===== src/rtl/prog_loader.sv =====
// Program loader: streams bytes into memory from address 0 up to a captured last address,
// then takes one checksum byte. A zero byte-sum releases the processor from reset; any
// other sum parks the block in an error state.
module prog_loader #(
  parameter int unsigned ADDR_W = 8,
  parameter int unsigned DATA_W = 8
) (
  input  logic              ldr_clk,
  input  logic              ldr_rst,
  input  logic              ldr_start,
  input  logic [ADDR_W-1:0] ldr_last_addr,
  input  logic [DATA_W-1:0] ldr_in_data,
  input  logic              ldr_in_valid,
  output logic              ldr_in_ready,
  output logic [ADDR_W-1:0] ldr_mem_addr,
  output logic [DATA_W-1:0] ldr_mem_data,
  output logic              ldr_mem_wr_en,
  output logic              ldr_cpu_rst,
  output logic              ldr_busy,
  output logic              ldr_done,
  output logic              ldr_err
);

  typedef enum logic [2:0] {
    StIdle  = 3'd0,
    StLoad  = 3'd1,
    StCheck = 3'd2,
    StRun   = 3'd3,
    StErr   = 3'd4
  } state_e;

  state_e            state_q, state_d;
  logic [ADDR_W-1:0] cnt_q, cnt_d;
  logic [ADDR_W-1:0] last_q, last_d;
  logic [DATA_W-1:0] sum_q, sum_d;
  logic [ADDR_W-1:0] addr_q, addr_d;
  logic [DATA_W-1:0] data_q, data_d;
  logic              wr_q, wr_d;

  logic              accepting;
  logic              xfer;
  logic [DATA_W-1:0] sum_next;

  // Only LOAD and CHECK consume bytes; readiness depends on state alone.
  assign accepting = (state_q == StLoad) || (state_q == StCheck);
  assign xfer      = ldr_in_valid & accepting;
  assign sum_next  = sum_q + ldr_in_data;

  // Next-state and datapath: start overrides any coincident transfer.
  always_comb begin
    state_d = state_q;
    cnt_d   = cnt_q;
    last_d  = last_q;
    sum_d   = sum_q;
    addr_d  = addr_q;
    data_d  = data_q;
    wr_d    = 1'b0;

    if (ldr_start) begin
      state_d = StLoad;
      cnt_d   = '0;
      sum_d   = '0;
      last_d  = ldr_last_addr;
    end else if (xfer) begin
      unique case (state_q)
        StLoad: begin
          wr_d   = 1'b1;
          addr_d = cnt_q;
          data_d = ldr_in_data;
          sum_d  = sum_next;
          // Stop at the captured last address so the counter never wraps.
          if (cnt_q == last_q) begin
            state_d = StCheck;
          end else begin
            cnt_d = cnt_q + 1'b1;
          end
        end
        StCheck: begin
          // Checksum byte is folded into the sum but never written.
          state_d = (sum_next == '0) ? StRun : StErr;
        end
        default: begin
          state_d = state_q;
        end
      endcase
    end
  end

  // State and datapath registers; reset also kills any pending write strobe.
  always_ff @(posedge ldr_clk or posedge ldr_rst) begin
    if (ldr_rst) begin
      state_q <= StIdle;
      cnt_q   <= '0;
      last_q  <= '0;
      sum_q   <= '0;
      addr_q  <= '0;
      data_q  <= '0;
      wr_q    <= 1'b0;
    end else begin
      state_q <= state_d;
      cnt_q   <= cnt_d;
      last_q  <= last_d;
      sum_q   <= sum_d;
      addr_q  <= addr_d;
      data_q  <= data_d;
      wr_q    <= wr_d;
    end
  end

  // Outputs are registers or pure state decodes.
  always_comb begin
    ldr_in_ready  = accepting;
    ldr_busy      = accepting;
    ldr_done      = (state_q == StRun);
    ldr_err       = (state_q == StErr);
    ldr_cpu_rst   = (state_q != StRun);
    ldr_mem_wr_en = wr_q;
    ldr_mem_addr  = addr_q;
    ldr_mem_data  = data_q;
  end

endmodule


===== config.mk =====
export PLATFORM = sky130hd
export DESIGN_NAME = prog_loader
export DESIGN_NICKNAME = d
export VERILOG_FILES = /design/src/rtl/prog_loader.sv
export SDC_FILE = /design/constraint.sdc
export NUM_CORES = 1
export LEC_CHECK = 0
export CORE_ASPECT_RATIO = 0.5
export CORE_MARGIN = 2
export CORE_UTILIZATION = 40
export DETAILED_ROUTE_END_ITERATION = 6
export GPL_ROUTABILITY_DRIVEN = 0
export PLACE_DENSITY_LB_ADDON = 0.2
export SETUP_SLACK_MARGIN = 0.1
export SKIP_LAST_GASP = 1
export SYNTH_ARGS = -nofsm -noshare
export SYNTH_HDL_FRONTEND = slang
export SYNTH_SLANG_ARGS = --single-unit

===== constraint.sdc =====
create_clock -name ldr_clk -period 2 [get_ports ldr_clk]
set_input_delay 0.4 -clock ldr_clk [delete_from_list [all_inputs] [get_ports ldr_clk]]
set_output_delay 0.4 -clock ldr_clk [all_outputs]
set_load 0.05 [all_outputs]

==> out/metrics.cfg <==
[detailed_routing]
wl_um = 5200
wire_per_inst_um = 14.8
drc = 0
dr.pass1.iters = 4
drt_iter0_drc = 32
ant_nets = 0
dr_total_vias = 1844
vias_per_cell = 5.27

[yosys]
ys.flop_type = dfrtp_1
synth_fa_ha_area_share_pct = 5.10
syn_area_sq_mm = 0.00235
synth.ff_latch_count = 44
async_flop_share_pct = 100
synth_top_family_by_area = simple AND/OR/NAND/NOR gates
synth_top_area_share_pct = 46.8
synth_edf_count = 0
ys_seq_area_share_pct = 46.8
syn_inst = 209
synth.distinct_cells = 50
synth-compound-area-share_pct = 13.0
synth_nets = 238
synth-xor-area-share_pct = 6.33
ys_warn_count = 0
avgSynthCellArea_sq_um = 11.3
synth.area.mux_share_pct = 11.9
yosysTopAreaCell = dfrtp_1
synth_area_leaders = dfrtp_1 (47%), mux2_2 (11%), ha_1 (4.3%), xnor2_1 (3.3%), xor2_1 (3.0%)
synthSimpleGateAreaFrac_pct = 14.1

[finish]
antenna_cells = 0
multi_input_area_sq_mm = 0.00129
layout.nets = 305
final_core_util_pct = 58.9
synthToLayoutAreaGrowth_pct = 39.9
seqCellArea_sq_mm = 0.00110
drive_gt1_share_pct = 32.5
n_fill_cell = 481

[global_route]
antenna_found_initial = 0
grtUsageTotal_pct = 17.7
grt_pass1_wl_um = 9140
grt_max_degree = 45
grt_pass1_vias = 1924
globalRouteOverflowTotal = 0

[timing]
setup_viol = 3
rsz0062_at_grt = yes
period_minus_slack_ns = 2.17
finalCritPeriodShare_pct = 109
fin_setup_tns_ns = -0.328
worst_slack_ns = -0.171
worst_slew_pin_slew_ns = 0.513
relSlewSlack_pct = 65.7
timing.fmax_ghz = 0.461
final_hold_viol_count = 0
finClkSkew_ns = 0.00408
slew_violations = 0

[setup_path]
setup.worst_path.class = reg2reg
cp-start-kind = register
endpoint_kind = register
cp.arrival_ns = 2.34
crit_path_max_fanout = 3
required_ns = 2.16

[floorplan]
initial_utilization_pct = 42.1
rows = 19
core_sq_mm = 0.00559
ios = 42
die_y_um = 58.2
die_width_um = 112
die-area_sq_mm = 0.00655

[pwr]
p_leak_nw = 1.41
p_switching_mw = 0.891
p_sw_share_pct = 32.1
p_total_mw = 2.77
combPwrFrac_pct = 32.5
seq_power_share_pct = 37.7
p_int_mw = 1.88
p_per_area_mw_per_mm2 = 842
ir_worst_vdd_uv = 396
power_frac_clock_pct = 29.8

[clock_tree]
cts_buffer_depth = 2
clock-sinks = 44
path_clk_slew_ns = 0.06
cts_made_buffers = 5
cts-root-buf = clkbuf_16
clk_latency_ns = 0.28
htree_levels = 2
cts_tree = yes
holdBufCountCts = 0

[placement]
port_buffers = 41
hpwlAfterDp_um = 3630

[run_status]
status = finished, violations left
violations = setup timing

[job]
drv_cap = 0

[worst_hold_path]
min_path_type = in2async

-- layout make-up --
class / count / share of cell area, %
clock buffer: 7 / 4.33
tap: 73 / 2.77
inverter: 5 / 0.570
timing repair buffer: 68 / 19.4
sequential: 44 / 33.5
clock inverter: 1 / 0.228
multi-input combinational: 152 / 39.2
-- cell usage in the layout (no fill, tap or decap), types with 3 or more instances in the layout --
| cell type | instances |
|---|---|
| dfrtp_1 | 42 |
| inv_1 | 5 |
| ha_4 | 3 |
| clkbuf_16 | 5 |
| mux2_2 | 24 |
| clkdlybuf4s50_1 | 28 |
| buf_12 | 4 |
| nor2_1 | 16 |
| a21oi_1 | 9 |
| nand3_1 | 7 |
| dlygate4sd2_1 | 7 |
| xor2_1 | 8 |
| xnor2_1 | 9 |
| a211oi_1 | 4 |
| buf_4 | 29 |
| ha_1 | 5 |
| nand2_1 | 14 |
-- power by group through the flow --
stage | clock (mW) | combinational, mW | sequential [mW]
global placement | 0 | 0.802 | 1.05
global route | 0.897 | 0.977 | 1.06
CTS | 0.856 | 0.862 | 1.04
finish | 0.826 | 0.901 | 1.04
detailed placement | 0 | 0.815 | 1.06
floorplan | 0 | 0.379 | 1.20
-- through the flow --
stage	hold slack [ns]	setup WS, ns	instance area, sq um	std cells
after global routing	0.509	-0.229	3290	350
final	0.486	-0.171	3290	350
after floorplan	0.501	-0.0303	2380	209
after CTS	0.493	-0.139	3260	349
after detailed placement	0.497	-0.721	3030	337
after global placement	0.489	-0.636	3030	337
-- critical path, cell delays in order, from the launching register on --
cell and delay, ns:
dfrtp_1 0.40, ha_4 0.17, fa_2 0.37, a211oi_4 0.25, o21bai_1 0.13, a221oi_2 0.24, nand4b_1 0.21, o31a_1 0.29
-- Yosys cell counts, types with 4 or more instances --
master,instances
mux2_2,24
nand3_1,8
xnor2_1,9
clkbuf_1,4
xor2_1,8
nor2_1,17
ha_1,8
o21ai_0,4
dfrtp_1,44
nand2_1,15
inv_1,5
a21oi_1,10
a211oi_1,6
-- flip-flops by register name, indices dropped and copies added (netlist names) --
signal,flops
cnt_q,8
last_q,8
ldr_mem_wr_en,1
ldr_mem_addr,8
ldr_mem_data,8
state_q,3
sum_q,8
-- worst paths after layout --
path,start,endpoint,slack (ns),cells after the start
worst min-delay path,ldr_rst,sum_q[5],0.49,3
worst max-delay path,sum_q[0],state_q[2],-0.17,7
min in group ldr_clk,ldr_in_data[4],ldr_mem_data[4],0.50,2
worst max register to register,sum_q[0],state_q[2],-0.17,7
max in group asynchronous,ldr_rst,state_q[1],1.30,3
worst min register to register,ldr_mem_addr[7],ldr_mem_addr[7],0.51,1
-- routing by layer --
metal,wire length (um),up-vias,global-route usage [%]
li1,-,894,-
met1,2440,920,22.1
met2,2540,28,31.3
met3,183,2,3.97
met4,34,0,5.57
met5,0,-,0
-- cells by family (layout without fill, tap and decap cells) --
group	Yosys count	after routing
buf+inv	13	81
simple gates	60	60
mux	25	25
fa+ha+maj	9	9
xor+xnor	17	17
compound gates	41	41
flops	44	44
-- what timing repair did --
action	4_1_cts	5_1_grt
gates resized for setup	19	7
pin swaps	8	3
setup endpoints to repair	6	7
buffers inserted	4	2
(Power assumes the default switching activity.)
